--- src/rtl/nav_command_sequencer.sv ---
// nav_command_sequencer
//   Pilot-side command sequencer that drives the one-hot mode/position selector
//   pair for the per-axis position datapath. Ops arrive over valid/ready and are
//   sequenced into multi-cycle manoeuvres: warp (charge, jump, cooldown) and a
//   one-cycle position reset. Every output is registered, so an op accepted on
//   one edge shows up on the outputs in the following cycle.
//
//   Optional feature macro: FUEL_GUARD_EN
//     When defined, the block tracks fuel, exposes fuel_level, and rejects WARP
//     or ATTACK when there is not enough fuel. When undefined, none of that
//     logic or the fuel_level port exists.
module nav_command_sequencer #(
  parameter int WARP_CHARGE_CYCLES = 8,
  parameter int COOLDOWN_CYCLES    = 16,
  parameter int CNT_W              = 8
`ifdef FUEL_GUARD_EN
  ,
  parameter int FUEL_INIT          = 255,
  parameter int WARP_FUEL_COST     = 64
`endif
) (
  input  logic        clk,
  input  logic        rst,
  input  logic        cmd_valid,
  input  logic [2:0]  cmd_op,
  output logic        cmd_ready,
  output logic [3:0]  mode_selector,
  output logic [3:0]  pos_selector,
  output logic        busy,
  output logic        warp_active,
  output logic        cmd_err
`ifdef FUEL_GUARD_EN
  ,
  output logic [15:0] fuel_level
`endif
);

  // Selector codes
  localparam logic [3:0] MODE_STOP    = 4'b0001;
  localparam logic [3:0] MODE_ATTACK  = 4'b0010;
  localparam logic [3:0] MODE_DEFENSE = 4'b0100;
  localparam logic [3:0] MODE_STEALTH = 4'b1000;
  localparam logic [3:0] POS_RESET    = 4'b0001;
  localparam logic [3:0] POS_NORMAL   = 4'b0010;
  localparam logic [3:0] POS_WARP     = 4'b0100;

  // Op codes
  localparam logic [2:0] OP_NOP     = 3'b000;
  localparam logic [2:0] OP_STOP    = 3'b001;
  localparam logic [2:0] OP_ATTACK  = 3'b010;
  localparam logic [2:0] OP_DEFENSE = 3'b011;
  localparam logic [2:0] OP_STEALTH = 3'b100;
  localparam logic [2:0] OP_WARP    = 3'b101;
  localparam logic [2:0] OP_RSTPOS  = 3'b110;

  // Phase counter loads: the counter starts at N-1 and the phase ends when it reads 0
  localparam logic [CNT_W-1:0] CNT_ZERO    = {CNT_W{1'b0}};
  localparam logic [CNT_W-1:0] CNT_ONE     = CNT_W'(1);
  localparam logic [CNT_W-1:0] CHARGE_LOAD = CNT_W'(WARP_CHARGE_CYCLES - 1);
  localparam logic [CNT_W-1:0] COOL_LOAD   = CNT_W'(COOLDOWN_CYCLES - 1);

  typedef enum logic [2:0] {
    S_IDLE     = 3'd0,
    S_CRUISE   = 3'd1,
    S_RSTPOS   = 3'd2,
    S_CHARGE   = 3'd3,
    S_JUMP     = 3'd4,
    S_COOLDOWN = 3'd5
  } state_t;

  // After cooldown the craft settles in IDLE only if it was stopped before the warp
  function automatic state_t home_state(input logic [3:0] mode);
    state_t s;
    if (mode == MODE_STOP) begin
      s = S_IDLE;
    end else begin
      s = S_CRUISE;
    end
    return s;
  endfunction

  state_t           state_r, state_s;
  logic [CNT_W-1:0] cnt_r, cnt_s;
  logic [3:0]       saved_mode_r, saved_mode_s;
  logic [3:0]       mode_r, mode_s;
  logic [3:0]       pos_r, pos_s;
  logic             busy_r, busy_s;
  logic             warp_r, warp_s;
  logic             err_r, err_s;
  logic             ready_r, ready_s;
  logic             accept_s;

  // Fuel qualifiers seen by the op decoder
  logic             warp_ok_s;
  logic             attack_ok_s;
  logic             fuel_empty_s;

  assign accept_s = cmd_valid && ready_r;

`ifdef FUEL_GUARD_EN
  localparam logic [15:0] FUEL_RESET = 16'(FUEL_INIT);
  localparam logic [15:0] WARP_COST  = 16'(WARP_FUEL_COST);

  logic [15:0] fuel_r, fuel_s, fuel_dec_s;
  logic        warp_take_s;

  assign warp_ok_s    = (fuel_r >= WARP_COST);
  assign attack_ok_s  = (fuel_r != 16'd0);
  assign fuel_empty_s = (fuel_r == 16'd0);
  assign warp_take_s  = accept_s && (cmd_op == OP_WARP) && warp_ok_s;

  // Fuel burn: one unit per attack cycle, then the warp cost, both floored at zero
  always_comb begin
    fuel_dec_s = fuel_r;
    fuel_s     = fuel_r;
    if ((mode_r == MODE_ATTACK) && (fuel_r != 16'd0)) begin
      fuel_dec_s = fuel_r - 16'd1;
    end else begin
      fuel_dec_s = fuel_r;
    end
    if (warp_take_s) begin
      if (fuel_dec_s >= WARP_COST) begin
        fuel_s = fuel_dec_s - WARP_COST;
      end else begin
        fuel_s = 16'd0;
      end
    end else begin
      fuel_s = fuel_dec_s;
    end
  end

  // Fuel register
  always_ff @(posedge clk) begin
    if (rst) begin
      fuel_r <= FUEL_RESET;
    end else begin
      fuel_r <= fuel_s;
    end
  end

  assign fuel_level = fuel_r;
`else
  assign warp_ok_s    = 1'b1;
  assign attack_ok_s  = 1'b1;
  assign fuel_empty_s = 1'b0;
`endif

  // Next-state and next-output decode; outputs are registered from these values
  always_comb begin
    state_s      = state_r;
    cnt_s        = cnt_r;
    saved_mode_s = saved_mode_r;
    mode_s       = mode_r;
    pos_s        = pos_r;
    err_s        = 1'b0;

    case (state_r)
      S_IDLE, S_CRUISE: begin
        if (accept_s) begin
          case (cmd_op)
            OP_NOP: begin
              state_s = state_r;
            end
            OP_STOP: begin
              mode_s  = MODE_STOP;
              pos_s   = POS_NORMAL;
              state_s = S_IDLE;
            end
            OP_ATTACK: begin
              if (attack_ok_s) begin
                mode_s  = MODE_ATTACK;
                pos_s   = POS_NORMAL;
                state_s = S_CRUISE;
              end else begin
                err_s = 1'b1;
              end
            end
            OP_DEFENSE: begin
              mode_s  = MODE_DEFENSE;
              pos_s   = POS_NORMAL;
              state_s = S_CRUISE;
            end
            OP_STEALTH: begin
              mode_s  = MODE_STEALTH;
              pos_s   = POS_NORMAL;
              state_s = S_CRUISE;
            end
            OP_WARP: begin
              if (warp_ok_s) begin
                saved_mode_s = mode_r;
                mode_s       = MODE_STOP;
                pos_s        = POS_NORMAL;
                cnt_s        = CHARGE_LOAD;
                state_s      = S_CHARGE;
              end else begin
                err_s = 1'b1;
              end
            end
            OP_RSTPOS: begin
              mode_s  = MODE_STOP;
              pos_s   = POS_RESET;
              state_s = S_RSTPOS;
            end
            default: begin
              err_s = 1'b1;
            end
          endcase
        end else begin
          state_s = state_r;
        end
        // An attack run that has burned the last fuel drops to defense
        if ((mode_s == MODE_ATTACK) && fuel_empty_s) begin
          mode_s = MODE_DEFENSE;
        end else begin
          mode_s = mode_s;
        end
      end
      S_CHARGE: begin
        if (cnt_r == CNT_ZERO) begin
          mode_s  = MODE_STOP;
          pos_s   = POS_WARP;
          state_s = S_JUMP;
        end else begin
          cnt_s = cnt_r - CNT_ONE;
        end
      end
      S_JUMP: begin
        mode_s  = MODE_DEFENSE;
        pos_s   = POS_NORMAL;
        cnt_s   = COOL_LOAD;
        state_s = S_COOLDOWN;
      end
      S_COOLDOWN: begin
        if (cnt_r == CNT_ZERO) begin
          mode_s  = saved_mode_r;
          pos_s   = POS_NORMAL;
          state_s = home_state(saved_mode_r);
        end else begin
          cnt_s = cnt_r - CNT_ONE;
        end
      end
      S_RSTPOS: begin
        mode_s  = MODE_STOP;
        pos_s   = POS_NORMAL;
        state_s = S_IDLE;
      end
      default: begin
        mode_s       = MODE_STOP;
        pos_s        = POS_RESET;
        cnt_s        = CNT_ZERO;
        saved_mode_s = MODE_STOP;
        state_s      = S_IDLE;
      end
    endcase

    busy_s  = (state_s == S_CHARGE) || (state_s == S_JUMP) ||
              (state_s == S_COOLDOWN) || (state_s == S_RSTPOS);
    warp_s  = (state_s == S_JUMP);
    ready_s = (state_s == S_IDLE) || (state_s == S_CRUISE);
  end

  // State, phase counter and registered outputs
  always_ff @(posedge clk) begin
    if (rst) begin
      state_r      <= S_IDLE;
      cnt_r        <= CNT_ZERO;
      saved_mode_r <= MODE_STOP;
      mode_r       <= MODE_STOP;
      pos_r        <= POS_RESET;
      busy_r       <= 1'b0;
      warp_r       <= 1'b0;
      err_r        <= 1'b0;
      ready_r      <= 1'b1;
    end else begin
      state_r      <= state_s;
      cnt_r        <= cnt_s;
      saved_mode_r <= saved_mode_s;
      mode_r       <= mode_s;
      pos_r        <= pos_s;
      busy_r       <= busy_s;
      warp_r       <= warp_s;
      err_r        <= err_s;
      ready_r      <= ready_s;
    end
  end

  assign cmd_ready     = ready_r;
  assign mode_selector = mode_r;
  assign pos_selector  = pos_r;
  assign busy          = busy_r;
  assign warp_active   = warp_r;
  assign cmd_err       = err_r;

endmodule

--- config.mk ---
export PLATFORM = sky130hd
export DESIGN_NAME = nav_command_sequencer
export DESIGN_NICKNAME = d
export VERILOG_FILES = /design/src/rtl/nav_command_sequencer.sv
export SDC_FILE = /design/constraint.sdc
export NUM_CORES = 1
export LEC_CHECK = 0
export CAP_MARGIN = 20
export CORE_ASPECT_RATIO = 0.6
export CORE_MARGIN = 4
export CORE_UTILIZATION = 49
export CTS_CLUSTER_DIAMETER = 100
export DETAILED_ROUTE_END_ITERATION = 12
export PLACE_DENSITY = 0.72
export SYNTH_ARGS = -nofsm -noshare
export SYNTH_HDL_FRONTEND = slang
export SYNTH_SLANG_ARGS = --single-unit
--- constraint.sdc ---
create_clock -name clk -period 5.7 [get_ports clk]
set_input_delay 1.14 -clock clk [delete_from_list [all_inputs] [get_ports clk]]
set_output_delay 1.14 -clock clk [all_outputs]
set_load 0.05 [all_outputs]
==> impl_metrics.ini, run 1 <==
[outcome]
status = finished clean

[placement]
hpwl_mm = 2.44
place_congestion = 0.885
dp.cells = 222
port_buffers = 16

[clock_tree]
cts_tree = built
clock-sinks = 26
clk_latency_ns = 0.27
postCtsSetupBuffers = 0
htreeDepth = 1
clk_pin_slew_ns = 0.09
root_buffer = clkbuf_8
cts_made_buffers = 3
ctsLongestPathBuffers = 2
holdBufCountCts = 0
ctsResizeCount = 0

[grt]
antenna_found_initial = 0
met2_usage_pct = 24.4
grt_max_degree = 25
grt_usage_pct = 18.4
use_met3_pct = 8.18
grt_pass1_wl_mm = 5.88
overflow = 0
grt_pass1_vias = 1198
grt_busiest_layer = met1
grtUsageMet1_pct = 27.2

[floorplan]
core_area_sq_um = 2650
boundaryPins = 18
dieArea_sq_um = 3900
dieWidth_um = 78.0
placementRows = 14
start_util_pct = 54.4
die_h_um = 50.0

[synth]
synth-seq-area-share_pct = 36.1
yosys_warnings = 0
syn-num-nets = 186
yosys-top-cells-area = dfxtp_1, a21oi_1, nand2_1, o21ai_0, nor2_1
synth-main-ff-cell = dfxtp_1
synth_top_area_share_pct = 36.1
yosysUniqueCellTypes = 51
synth_area_leader_cell = dfxtp_1
syn_inst = 177
syn_area_per_cell_sq_um = 8.14
synth_enable_flop_cells = 0
netlist_area_sq_um = 1440
yosysMostFrequentCell = dfxtp_1
synthArstFlopShare_pct = 0
ys_ff_latch = 26
yosys-top-cells-count = dfxtp_1, a21oi_1, nand2_1, nor2_1, o21ai_0

[critical_path]
r2r_start = cnt_r[0]
r2r_slack_ns = 3.50
crit_fanout = 11
crit_chain = clkdlybuf4s50_1 -> and2b_4 -> a41o_2 -> o221ai_4 -> or4_1 -> a21oi_1
critPathKind = in2reg
r2r-end = mode_selector[3]
end_kind = register
cp.required_ns = 5.91
max_stage_delay_ns = 0.61
ff2ff_path_depth = 8
cp.arrival_ns = 3.19
cp-start-kind = input pin
critical-path-slowest-cell = clkdlybuf4s50_1

[sta]
rsz0062_at_grt = no
finalCritPeriodShare_pct = 52.2
setup_viol = 0
worst_pin_slew_ns = 0.896
slew_viol_final = 0
setup_tns_ns = 0
finClkSkew_ns = 0.00697
slew_headroom_pct = 40.1
fmax_mhz = 336
hold_violations = 0
finalCriticalPeriod_ns = 2.98

[detailed_routing]
first_pass_iters = 5
drt-vias-per-instance = 6.08
ant_nets = 0
wl_mm = 3.39
drt_iter0_markers = 157
route.detailed.wl_per_inst_um = 15.1
drc = 0
vias = 1367

[cells_and_area]
n_antenna_cell = 0
area_growth_pct = 13.5
fin_cells = 225
fill_cells = 227
final_nets = 196
post-route-util_pct = 61.8
drive_gt1_share_pct = 8.11

[hold_path]
hold_class = reg2reg
hold-path-cell-count = 2
hold_path_end = pos_selector[2]
min_from = pos_selector[2]

[power_and_ir_drop]
p_leak_uw = 0.000610
p_per_area_nw_per_um2 = 229
ir_worst_vdd_mv = 0.164

[run]
cap_violations = 0
placed cells by master, fill, tap and decap left out, types with 2 or more instances in the layout:
| cell | n |
|---|---|
| nand2_1 | 18 |
| mux2i_1 | 3 |
| o21ai_0 | 13 |
| a21oi_1 | 21 |
| clkdlybuf4s50_1 | 16 |
| nand3b_1 | 2 |
| ha_1 | 3 |
| nor3_1 | 4 |
| o31ai_1 | 2 |
| nor2_1 | 16 |
| xor2_1 | 2 |
| nand3_1 | 7 |
| inv_1 | 5 |
| a32oi_1 | 3 |
| a211o_1 | 2 |
| a211oi_1 | 2 |
| and2_1 | 2 |
| dfxtp_1 | 26 |
| clkbuf_8 | 3 |
| or2_2 | 2 |
| or3_1 | 4 |
| xnor2_1 | 2 |
| nor3b_1 | 2 |
flip-flops by register name, summed over array words and instances, names as in the netlist:
name,flops
mode_selector,4
busy,1
cmd_ready,1
warp_active,1
pos_selector,3
state_r,3
cmd_err,1
cnt_r,8
saved_mode_r,4
layout make-up:
class / instances / area, sq um / area share, %
inverters: 6 / 22.5 / 1.38
multi-input cells: 133 / 832 / 50.9
flip-flops and latches: 26 / 520 / 31.9
well taps: 40 / 50.0 / 3.06
clock buffers: 3 / 41.3 / 2.53
repair buffers: 17 / 168 / 10.3
metal layers:
metal / share of wire, % / vias to the layer above
li1: - / 655
met3: 13 / 6
met2: 39 / 87
met1: 47 / 619
met5: 0 / -
met4: 1.0 / 0
where the power goes:
part | total (uW) | switching [uW] | internal, uW
logic | 76.5 | 48.0 | 28.5
registers | 196 | 7.75 | 188
clock network | 102 | 54.8 | 47.4
per-stage QoR:
step           total power, uW  worst slack (ns)  area, sq um  hold WS, ns
3_5_place_dp               276              2.45         1590        0.452
3_3_place_gp               275              2.55         1590        0.448
2_1_floorplan              255              3.25         1440        0.455
6_report                   375              2.72         1630        0.465
4_1_cts                    376              2.73         1630        0.468
5_1_grt                    393              2.61         1630        0.497
how the worst max path moves through the flow:
stage	from	endpoint	slack [ns]	depth (start not counted)
after floorplan	cmd_op[2]	cnt_r[5]	3.25	6
after global placement	cmd_op[1]	cnt_r[5]	2.55	6
after detailed placement	cmd_op[1]	cnt_r[5]	2.45	6
after CTS	cmd_op[1]	cnt_r[5]	2.73	6
after global routing	cmd_op[0]	mode_selector[3]	2.61	7
final	cmd_op[1]	cnt_r[5]	2.72	6
kinds of logic after synthesis:
| logic type | Yosys count | synth area share [%] |
|---|---|---|
| AO/OA/AOI/OAI | 54 | 25.3 |
| adder cells (fa/ha/maj) | 3 | 2.61 |
| buffers and inverters | 18 | 6.08 |
| flip-flops | 26 | 36.1 |
| other | 1 | 0.260 |
| multiplexers | 3 | 2.09 |
| AND/OR/NAND/NOR | 68 | 25.1 |
| XOR/XNOR | 4 | 2.43 |
critical path, delay by kind of cell:
family	cells	cell delay [ns]
buffers and inverters	1	0.61
AOI/OAI and AO/OA	3	0.57
and+or+nand+nor	2	0.86
(Power assumes the default switching activity.)
==> run 2, diff against run 1 <==
--- a/config.mk
+++ b/config.mk
@@ -11,7 +11,7 @@
 export CORE_UTILIZATION = 49
 export CTS_CLUSTER_DIAMETER = 100
 export DETAILED_ROUTE_END_ITERATION = 12
-export PLACE_DENSITY = 0.72
+export PLACE_DENSITY = 0.75
 export SYNTH_ARGS = -nofsm -noshare
 export SYNTH_HDL_FRONTEND = slang
 export SYNTH_SLANG_ARGS = --single-unit
==> constraint.sdc (replaced) <==
create_clock -name clk -period 2.45 [get_ports clk]
set_input_delay 0.49 -clock clk [delete_from_list [all_inputs] [get_ports clk]]
set_output_delay 0.49 -clock clk [all_outputs]
set_load 0.05 [all_outputs]
==> run 2 against run 1 <==
Against the previous run:
- worst setup slack got worse by 2.3 ns
- global-route usage decreased by 0.22 points
- non-clock buffer count increased by 4
- count of clock-buffer cells in the layout increased by 1
- register-to-register slack got worse by 3.1 ns
- clock skew increased by 0.00085 ns
- critical path type is now reg2reg
- critical endpoint is now mode_selector[3]
==> impl_metrics.ini, run 2 (synthesized netlist as in run 1, its figures left out) <==
[critical_path]
path_buf_inv = 2
critPathKind = reg2reg
end_kind = register
crit_fanout = 11
max_stage_delay_ns = 0.37
crit_chain = inv_1 -> ha_1 -> nor3b_1 -> and2_1 -> o32ai_1 -> buf_4 -> or3_1 -> a21oi_1
cp-start-kind = register
cp.required_ns = 2.66
crit_family = simple AND/OR/NAND/NOR gates
cp.arrival_ns = 2.28
critical-path-slowest-cell = dfxtp_1

[sta]
rsz0062_at_grt = no
finClkSkew_ns = 0.00781
hold_violations = 0
slew_headroom_pct = 54.5
setup_viol = 0
fmax_mhz = 483
worst_pin_slew_ns = 0.682
finalCriticalPeriod_ns = 2.07
finalCritPeriodShare_pct = 84.5
slew_viol_final = 0
setup_tns_ns = 0

[grt]
grt_usage_pct = 18.2
grt_pass1_wl_mm = 5.79
antenna_found_initial = 0
grt_max_degree = 22
overflow = 0
grt_pass1_vias = 1165

[clock_tree]
root_buffer = clkbuf_8
clk_pin_slew_ns = 0.09
holdBufCountCts = 0
cts_tree = built
htreeDepth = 1
clock-sinks = 26
cts_made_buffers = 3
clk_latency_ns = 0.28
postCtsSetupBuffers = 0
ctsResizeCount = 0
ctsLongestPathBuffers = 2

[placement]
hpwl_mm = 2.54
place_congestion = 0.824
port_buffers = 16
dp.cells = 226

[cells_and_area]
final_nets = 200
drive_gt1_share_pct = 10.5
mostFrequentLayoutCell = dfxtp_1
regMostFlops = cnt_r
largest_reg_flops = 8
most-common-layout-cells = dfxtp_1, a21oi_1, nand2_1, nor2_1, clkdlybuf4s50_1
fill_cells = 229
fin_cells = 230
n_antenna_cell = 0
area_growth_pct = 16.5

[floorplan]
die_h_um = 50.0
core_area_sq_um = 2650
dieArea_sq_um = 3900
dieWidth_um = 78.0
boundaryPins = 18
start_util_pct = 54.4
placementRows = 14

[outcome]
status = finished clean

[detailed_routing]
drt_iter0_markers = 94
drt-vias-per-instance = 5.99
wl_mm = 3.49
ant_nets = 0
first_pass_iters = 5
route.detailed.wl_per_inst_um = 15.2
vias = 1377
drc = 0

[run]
cap_violations = 0

[power_and_ir_drop]
ir_worst_vdd_mv = 0.309
p_leak_uw = 0.000637
p_per_area_nw_per_um2 = 549

[hold_path]
hold_class = reg2reg
==> run 2: per-layer routing <==
metal / global-route usage (%) / part of all wire [%]
met5: 0 / 0
met4: 2.62 / 0.57
met3: 4.00 / 9.8
met2: 26.6 / 41
met1: 27.5 / 49
==> run 2: path summary, 6_finish.rpt <==
path	startpoint	endpoint	slack [ns]	cells past startpoint
setup reg to reg	cnt_r[0]	mode_selector[3]	0.38	8
hold / removal	pos_selector[2]	pos_selector[2]	0.47	2
setup / recovery	cnt_r[0]	mode_selector[3]	0.38	8
hold reg to reg	pos_selector[2]	pos_selector[2]	0.47	2
==> run 2: cell type report <==
| cell class | instances | area, sq um | share of cell area (%) |
|---|---|---|---|
| clock buffer | 4 | 55.1 | 3.28 |
| tap | 40 | 50.0 | 2.98 |
| sequential | 26 | 520 | 31.0 |
| timing repair buffer | 21 | 198 | 11.8 |
| inverter | 6 | 22.5 | 1.34 |
| multi-input combinational | 133 | 832 | 49.6 |
==> run 2: tightest hold or removal path, stage by stage (launching register included) <==
cell     delay [ns]
dfxtp_1        0.32
nand2_1        0.05
a21oi_1        0.05
==> run 2: through the flow <==
step           total power (uW)  setup slack, ns  cell area, sq um  hold WS, ns  utilization, %
2_1_floorplan               593            0.551              1440        0.455               -
3_3_place_gp                643            0.172              1620        0.454            61.4
3_5_place_dp                646            0.125              1620        0.461            61.4
4_1_cts                     924            0.396              1680        0.476            63.4
5_1_grt                     962            0.230              1680        0.493            63.4
6_report                    920            0.381              1680        0.474            63.4
==> run 2: report_power, final <==
group / internal (uW) / total (uW) / switching (uW)
combinational: 70.6 / 183 / 113
sequential: 438 / 456 / 18.4
clock: 144 / 281 / 137
